File: src/rtl/mul_hilo_ctrl_if.sv
// mul_hilo_ctrl_if: request/result bundle between the pipeline and the HI/LO multiply sequencer.
interface mul_hilo_ctrl_if #(parameter int WIDTH = 32);
  logic             start, is_signed, rd_hi, rd_lo;
  logic [WIDTH-1:0] a, b;
  logic             busy, stall, done, rd_valid;
  logic [WIDTH-1:0] hi, lo, rd_data;
  modport master (output start, is_signed, a, b, rd_hi, rd_lo,
                  input  busy, stall, done, hi, lo, rd_data, rd_valid);
  modport slave  (input  start, is_signed, a, b, rd_hi, rd_lo,
                  output busy, stall, done, hi, lo, rd_data, rd_valid);
endinterface

File: src/rtl/mul_hilo_ctrl.sv
// mul_hilo_ctrl: radix-2 shift-add multiply sequencer owning HI/LO, stalling the pipeline while busy.
// Magnitudes are multiplied unsigned and the sign is applied once in FIX, so the most negative operand is exact.
module mul_hilo_ctrl #(parameter int WIDTH = 32) (
  input logic           clk,
  input logic           reset_n,
  mul_hilo_ctrl_if.slave bus
);
  localparam int CW = $clog2(WIDTH);
  typedef enum logic [1:0] {IDLE, RUN, FIX} state_t;
  state_t             r_state;
  logic [2*WIDTH-1:0] r_acc, r_mcand;
  logic [WIDTH-1:0]   r_mplier, r_hi, r_lo;
  logic [CW-1:0]      r_count;
  logic               r_neg, r_done;
  logic [WIDTH-1:0]   w_abs_a, w_abs_b;
  logic               w_busy;
  assign w_abs_a = (bus.is_signed & bus.a[WIDTH-1]) ? -bus.a : bus.a;
  assign w_abs_b = (bus.is_signed & bus.b[WIDTH-1]) ? -bus.b : bus.b;
  assign w_busy  = r_state != IDLE;
  always_ff @(posedge clk or negedge reset_n) begin
    if (!reset_n) begin
      r_state  <= IDLE;
      r_acc    <= '0;
      r_mcand  <= '0;
      r_mplier <= '0;
      r_count  <= '0;
      r_neg    <= 1'b0;
      r_done   <= 1'b0;
      r_hi     <= '0;
      r_lo     <= '0;
    end else begin
      r_done <= 1'b0;
      case (r_state)
        IDLE: if (bus.start) begin
          r_mcand  <= {{WIDTH{1'b0}}, w_abs_a};
          r_mplier <= w_abs_b;
          r_neg    <= bus.is_signed & (bus.a[WIDTH-1] ^ bus.b[WIDTH-1]);
          r_acc    <= '0;
          r_count  <= '0;
          r_state  <= RUN;
        end
        RUN: begin
          if (r_mplier[0]) r_acc <= r_acc + r_mcand;
          r_mcand  <= r_mcand << 1;
          r_mplier <= r_mplier >> 1;
          r_count  <= r_count + 1'b1;
          if (r_count == CW'(WIDTH-1)) r_state <= FIX;
        end
        FIX: begin
          {r_hi, r_lo} <= r_neg ? -r_acc : r_acc;
          r_done       <= 1'b1;
          r_state      <= IDLE;
        end
        default: r_state <= IDLE;
      endcase
    end
  end
  assign bus.busy     = w_busy;
  assign bus.done     = r_done;
  assign bus.hi       = r_hi;
  assign bus.lo       = r_lo;
  assign bus.stall    = w_busy & (bus.start | bus.rd_hi | bus.rd_lo);
  assign bus.rd_valid = ~w_busy & (bus.rd_hi | bus.rd_lo);
  assign bus.rd_data  = bus.rd_hi ? r_hi : r_lo;
endmodule
File: src/flat_wrapper.sv
// flat-port wrapper written by rule: the top's interface ports become plain ports
module mul_hilo_ctrl_flat 
#(parameter int WIDTH = 32)
  (clk, reset_n, bus_start, bus_is_signed, bus_a, bus_b, bus_rd_hi, bus_rd_lo, bus_busy, bus_stall, bus_done, bus_hi, bus_lo, bus_rd_data, bus_rd_valid);
  mul_hilo_ctrl_if #(.WIDTH(WIDTH)) bus_i ();
  input logic clk;
  input logic reset_n;
  input wire logic [$bits(bus_i.start)-1:0] bus_start;
  input wire logic [$bits(bus_i.is_signed)-1:0] bus_is_signed;
  input wire logic [$bits(bus_i.a)-1:0] bus_a;
  input wire logic [$bits(bus_i.b)-1:0] bus_b;
  input wire logic [$bits(bus_i.rd_hi)-1:0] bus_rd_hi;
  input wire logic [$bits(bus_i.rd_lo)-1:0] bus_rd_lo;
  output wire logic [$bits(bus_i.busy)-1:0] bus_busy;
  output wire logic [$bits(bus_i.stall)-1:0] bus_stall;
  output wire logic [$bits(bus_i.done)-1:0] bus_done;
  output wire logic [$bits(bus_i.hi)-1:0] bus_hi;
  output wire logic [$bits(bus_i.lo)-1:0] bus_lo;
  output wire logic [$bits(bus_i.rd_data)-1:0] bus_rd_data;
  output wire logic [$bits(bus_i.rd_valid)-1:0] bus_rd_valid;
  assign bus_i.start = bus_start;
  assign bus_i.is_signed = bus_is_signed;
  assign bus_i.a = bus_a;
  assign bus_i.b = bus_b;
  assign bus_i.rd_hi = bus_rd_hi;
  assign bus_i.rd_lo = bus_rd_lo;
  assign bus_busy = bus_i.busy;
  assign bus_stall = bus_i.stall;
  assign bus_done = bus_i.done;
  assign bus_hi = bus_i.hi;
  assign bus_lo = bus_i.lo;
  assign bus_rd_data = bus_i.rd_data;
  assign bus_rd_valid = bus_i.rd_valid;
  mul_hilo_ctrl #(.WIDTH(WIDTH)) u_core (.clk(clk), .reset_n(reset_n), .bus(bus_i));
endmodule
File: config.mk
export PLATFORM = sky130hd
export DESIGN_NAME = mul_hilo_ctrl_flat
export DESIGN_NICKNAME = d
export VERILOG_FILES = /design/src/rtl/mul_hilo_ctrl_if.sv /design/src/rtl/mul_hilo_ctrl.sv /design/src/flat_wrapper.sv
export SDC_FILE = /design/constraint.sdc
export NUM_CORES = 1
export LEC_CHECK = 0
export BUFFER_PORTS_ARGS = -buffer_cell sky130_fd_sc_hd__clkbuf_2
export CAP_MARGIN = 10
export CELL_PAD_IN_SITES_DETAIL_PLACEMENT = 1
export CELL_PAD_IN_SITES_GLOBAL_PLACEMENT = 1
export CORE_ASPECT_RATIO = 1.4
export CORE_MARGIN = 4
export CORE_UTILIZATION = 45
export CTS_CLUSTER_SIZE = 40
export DETAILED_ROUTE_END_ITERATION = 10
export GPL_TIMING_DRIVEN = 0
export PLACE_DENSITY = 0.79
export SYNTH_ARGS = -nofsm -noshare
export SYNTH_HDL_FRONTEND = slang
export SYNTH_SLANG_ARGS = --single-unit
File: constraint.sdc
create_clock -name clk -period 3.76 [get_ports clk]
set_clock_uncertainty 0.05 [all_clocks]
set_input_delay 0 -clock clk [delete_from_list [all_inputs] [get_ports clk]]
set_output_delay 0 -clock clk [all_outputs]
set_load 0.03 [all_outputs]
Yosys cells after proc, flatten, opt, wreduce, memory -nomap -nowiden
Index checks and enable logic that the tools add are counted.
{"block": "word_totals", "output_inout_bits": 100, "reg_bits": 233}
{"block": "op_classes", "mux": 17, "addsub": 5, "eq_ne": 6, "bitwise_logic": 10, "n_reduce_logical": 7}
{"operator": "$mux 64", "n": 4}
{"operator": "$pmux 64 s2", "n": 2}
{"operator": "$mux 32", "n": 4}
{"operator": "$add 64x64->64", "n": 1}
{"operator": "$neg 32->32", "n": 2}
{"operator": "$neg 64->64", "n": 1}
{"operator": "$pmux 32 s2", "n": 1}
{"operator": "$pmux 5 s2", "n": 1}
{"operator": "$reduce_and 2->1", "n": 3}
{"operator": "$add 5x1->5 const B", "n": 1}
{"operator": "$and 1x1->1", "n": 5}
{"operator": "$eq 5x5->1 const B", "n": 1}
{"operator": "$mux 5", "n": 1}
{"operator": "$mux 2", "n": 2}
{"operator": "$ne 2x1->1 const B", "n": 2}
{"operator": "$pmux 2 s2", "n": 1}
{"operator": "$reduce_bool 2->1", "n": 2}
{"operator": "$or 1x1->1", "n": 3}
{"operator": "$reduce_and 3->1", "n": 1}
{"operator": "$eq 2x1->1 const B", "n": 1}
{"operator": "$eq 2x2->1 const B", "n": 1}
{"operator": "$logic_not 2->1", "n": 1}
{"operator": "$ne 2x2->1 const B", "n": 1}
{"operator": "$mux 1", "n": 1}
{"operator": "2 further kinds", "n": 2}

Depth between registers and ports, before layout
{"block": "logic_depth", "depth_word": 4, "depth_mapped": 12}

Least setup slack after synthesis
Ideal clock, no wire load.
{"block": "synth_timing", "kind": "register to register", "from": "register u_core.r_acc[0]", "to": "register u_core.r_acc[40]", "path_slack_ns": 0.545, "n_path_buf": 0, "required_ns": 3.588, "path_stages_with_launch": 13, "setup_ns": 0.122, "arrival_time_ns": 3.043, "path_cell_list": "dfrtp_1 > ha_1 > inv_1 > fa_1 > nor2b_1 > o31a_1 > o211ai_1 > a2111oi_0 > o21ai_0 > a21boi_0 > o21ai_0 > a21o_1 > a32o_1"}
{"block": "synth_via", "elab_chain_len": 3}
{"element": "from (decl)", "line": "mul_hilo_ctrl.sv:11", "text": "logic [2*WIDTH-1:0] r_acc, r_mcand;"}
{"element": "from (signal assigned)", "line": "mul_hilo_ctrl.sv:43", "text": "if (r_mplier[0]) r_acc <= r_acc + r_mcand;"}
{"element": "$add 64x64->64", "line": "mul_hilo_ctrl.sv:43"}
{"element": "$mux 64", "line": "mul_hilo_ctrl.sv:43"}
{"element": "$pmux 64 s2", "line": "mul_hilo_ctrl.sv:33", "text": "case (r_state)"}
No other way between the ends. The select of a mux whose other input is x is not followed.
A chain may end at the register's enable or synchronous reset.

Worst setup path in the final report
{"block": "layout_timing", "from": "input port bus_a[1]", "to": "register u_core.r_mcand[30]"}
{"block": "layout_via", "elab_chain_len": 4}
{"element": "from (decl)", "line": "flat_wrapper.sv:10", "text": "input wire logic [$bits(bus_i.a)-1:0] bus_a;"}
{"element": "$neg 32->32", "line": "mul_hilo_ctrl.sv:17", "text": "assign w_abs_a = (bus.is_signed & bus.a[WIDTH-1]) ? -bus.a : bus.a;"}
{"element": "$mux 32", "line": "mul_hilo_ctrl.sv:17"}
{"element": "$mux 64", "line": "mul_hilo_ctrl.sv:34", "text": "IDLE: if (bus.start) begin"}
{"element": "$pmux 64 s2", "line": "mul_hilo_ctrl.sv:33"}
{"element": "to (signal assigned)", "line": "mul_hilo_ctrl.sv:35", "text": "r_mcand <= {{WIDTH{1'b0}}, w_abs_a};"}
{"element": "to (signal assigned)", "line": "mul_hilo_ctrl.sv:44", "text": "r_mcand <= r_mcand << 1;"}
{"element": "to (decl)", "line": "mul_hilo_ctrl.sv:11"}
No other way between the ends. The select of a mux whose other input is x is not followed.

==> run_results.csv <==
group,metric,value,unit
logic_synthesis,synthArstFlopShare,1.000,
detailed_routing,ant_nets,0,
final_layout,syn2layout_area_growth,22.77,%
critical_path,crit_required,4.12,ns
clock_network,worstSkewPairLatency,0.55,ns
pwr,p_total,15.96,mW
timing,relSlewSlack,0.2056,
logic_synthesis,ys_ff_latch,233,
die,core_area,0.03423,mm²
final_layout,utilization,0.5605,
clock_network,clk_pin_slew_worst_paths,0.06,ns
clock_network,cts_tree,"yes",
critical_path,crit_type,"input port to flip-flop",
timing,fmax,271.0,MHz
clock_network,numCtsBuffers,26,
timing,period_share,0.9815,
timing,setup_tns,0,ns
clock_network,cts_max_level,1,
timing,setup_viol,0,
placed_design,io_buffers,168,
die,rows,80,
timing,rsz0062_at_grt,"true",
detailed_routing,num_vias,15700,
final_layout,finish.instance_area,0.01919,mm²
logic_synthesis,yosysSeqAreaShare,0.3731,
placed_design,routabilityCongestion,0.9349,
final_layout,layout.nets,2297,
logic_synthesis,ys_warn_count,0,
final_layout,antennaDiodeCount,0,
critical_path,critical_path_arrival,4.05,ns
timing,setup_ws,0.06938,ns
grt,grt_first_pass_wirelength,93830,µm
pwr,ir_drop,0.3302,mV
run,maxCapViolCount,0,
logic_synthesis,syn-cell-area,0.01563,mm²
grt,grtUsageMet2,0.5779,
grt,grt_busiest_layer,"met2",
grt,grt_max_degree,110,
die,start_util,0.4565,
grt,grt_pass1_vias,16970,
detailed_routing,first_pass_iters,5,
clock_network,cts_root_buf,"clkbuf_16",
final_layout,fillers,4118,
logic_synthesis,synth_cell_types,73,
detailed_routing,drc,0,
grt,gr-usage-met1,0.3526,
pwr,p_leak,8.419,nW
pwr,p_per_area,831.6,mW/mm²
clock_network,clockBufferDepth,3,
logic_synthesis,ys.flop_type,"dfrtp_1",
die,io_pins,170,
detailed_routing,wire_per_inst,22.53,µm
timing,hold_viol_final,0,
logic_synthesis,syn_nets,1995,
logic_synthesis,syn_avg_cell_area,8.420,µm²
clock_network,cts.sinks,233,
run_status,outcome,"finished clean",
final_layout,drive_gt1_frac,0.1328,
critical_path,critPathCaptureType,"flip-flop",
die,die_w,165.5,µm
timing,slew_violations,0,
grt,antenna_found_initial,0,
placed_design,post_dp_cell_area,0.01710,mm²
grt,grt.total_usage,0.3115,
die,die_area,0.03781,mm²
timing,worst_slew_pin_slew,1.187,ns
grt,grt-ovfl-total,0,
critical_path,cp_max_fo,4,
logic_synthesis,syn_inst,1856,
timing,layout_min_cycle_time,3.691,ns
placed_design,post-place-ws,-0.6785,ns
detailed_routing,dr.first_iter.drc_count,773,
logic_synthesis,synth_edf_count,0,
grt,grtUsageMet3,0.03698,
detailed_routing,vias_per_cell,5.978,
final_layout,regArea,0.005831,mm²
detailed_routing,finalWirelength,59190,µm
die,die_h,228.5,µm
critical_path,cp-start-kind,"input port",
placed_design,hpwl,43250,µm
final_layout,multiInputGateArea,0.009349,mm²
min_path,hold_class,"input port to flip-flop",
final cells by class:
| type | instances | area share |
|---|---|---|
| sequential | 233 | 0.3039 |
| buffer | 105 | 0.02067 |
| timing repair buffer | 281 | 0.1052 |
| inverter | 34 | 0.006652 |
| tap | 451 | 0.02941 |
| multi-input combinational | 1477 | 0.4873 |
| clock buffer | 36 | 0.03854 |
| clock inverter | 10 | 0.008347 |
cell usage in the layout (no fill, tap or decap), types with 8 or more instances in the layout:
cell	count
nand2_1	295
nor2_1	105
o21ai_0	269
nand2b_1	11
clkbuf_16	27
nand4_1	29
nor4_1	9
dlygate4sd3_1	107
xor2_1	104
o21ai_1	18
and2_1	8
nor3_1	27
or4_1	12
inv_1	34
clkbuf_2	167
nand3_1	26
clkbuf_1	101
a21oi_1	99
mux2_2	32
dfrtp_1	233
or3_1	17
o31ai_1	28
a31oi_1	9
xnor2_1	62
o21bai_1	17
buf_1	8
o211ai_1	9
o41ai_1	10
a22oi_1	63
a21o_1	29
ha_1	68
state kept, by name, indices dropped and copies added (netlist names):
signal	flops
u_core.bus.lo	32
u_core.r_mplier	32
u_core.bus.hi	32
u_core.r_neg	1
u_core.r_state	2
u_core.r_acc	64
u_core.r_count	5
u_core.bus.done	1
u_core.r_mcand	64
final timing paths:
path,from,to,slack (ns),cells after the start
max,bus_a[1],u_core.r_mcand[30],0.07,14
min,bus_start,u_core.r_mcand[13],0.08,4
max reg2reg,u_core.r_mcand[0],u_core.r_acc[54],0.14,13
min reg2reg,u_core.bus.lo[29],u_core.bus.lo[29],0.45,2
max in group asynchronous,reset_n,u_core.r_acc[10],2.58,4
min in group asynchronous,reset_n,u_core.bus.lo[30],0.49,4
kinds of logic after synthesis:
family,after synthesis,share of synthesized area
AND/OR/NAND/NOR,594,0.1781
buffers and inverters,146,0.03523
flip-flops,233,0.3731
XOR/XNOR,166,0.09303
multiplexers,36,0.02562
adder cells (fa/ha/maj),69,0.05572
AO/OA/AOI/OAI,612,0.2392
stage by stage:
step	cells	hold slack [ns]
global route	2627	0.1329
detailed placement	2477	-0.1422
CTS	2631	0.03768
finish	2627	0.07809
global placement	2475	0.2517
floorplan	1856	-0.3456
timing repair:
item,CTS,global route
setup buffers,0,3
endpoints found under the hold margin,298,0
endpoints found under the setup margin,9,21
pin swaps,2,4
gates resized for setup,7,17
hold buffers,108,0
cell usage after synthesis, types with 9 or more instances:
cell | number | share of area
a21o_1 | 29 | 0.014
a21oi_1 | 100 | 0.032
a22oi_1 | 63 | 0.030
a31oi_1 | 10 | 0.0040
clkbuf_1 | 102 | 0.024
dfrtp_1 | 233 | 0.37
ha_1 | 68 | 0.054
inv_1 | 34 | 0.0082
mux2_2 | 32 | 0.023
nand2_1 | 295 | 0.071
nand2b_1 | 11 | 0.0044
nand3_1 | 28 | 0.0090
nand4_1 | 29 | 0.012
nor2_1 | 105 | 0.025
nor3_1 | 28 | 0.0090
nor4_1 | 11 | 0.0044
o211ai_1 | 9 | 0.0043
o21ai_0 | 273 | 0.087
o21ai_1 | 14 | 0.0045
o21bai_1 | 17 | 0.0082
o31ai_1 | 29 | 0.014
o41ai_1 | 10 | 0.0056
or3_1 | 17 | 0.0068
or4_1 | 12 | 0.0058
xnor2_1 | 62 | 0.035
xor2_1 | 104 | 0.058
worst max-delay path: stages:
cell and delay (ns):
dlygate4sd3_1 0.55, clkbuf_2 0.16, inv_1 0.11, ha_1 0.20, or4b_2 0.66, or4_1 0.52, nor2_1 0.33, nand3_1 0.16
nand2_1 0.18, o21ai_0 0.17, a21oi_1 0.19, xor2_1 0.18, dlygate4sd3_1 0.56, o21ai_0 0.07
report_power, final:
| part | switching, mW | internal, mW | total (mW) |
|---|---|---|---|
| clock network | 1.08 | 1.64 | 2.72 |
| registers | 1.25 | 3.39 | 4.64 |
| logic | 5.52 | 3.07 | 8.59 |
| total | 7.85 | 8.11 | 16.0 |
layer usage:
layer / up-vias / share of wire
met5: - / 0
met4: 0 / 0.047
met3: 139 / 0.042
met2: 437 / 0.53
met1: 7852 / 0.38
li1: 7276 / -
Note: power is estimated with default switching activity, not from simulation.
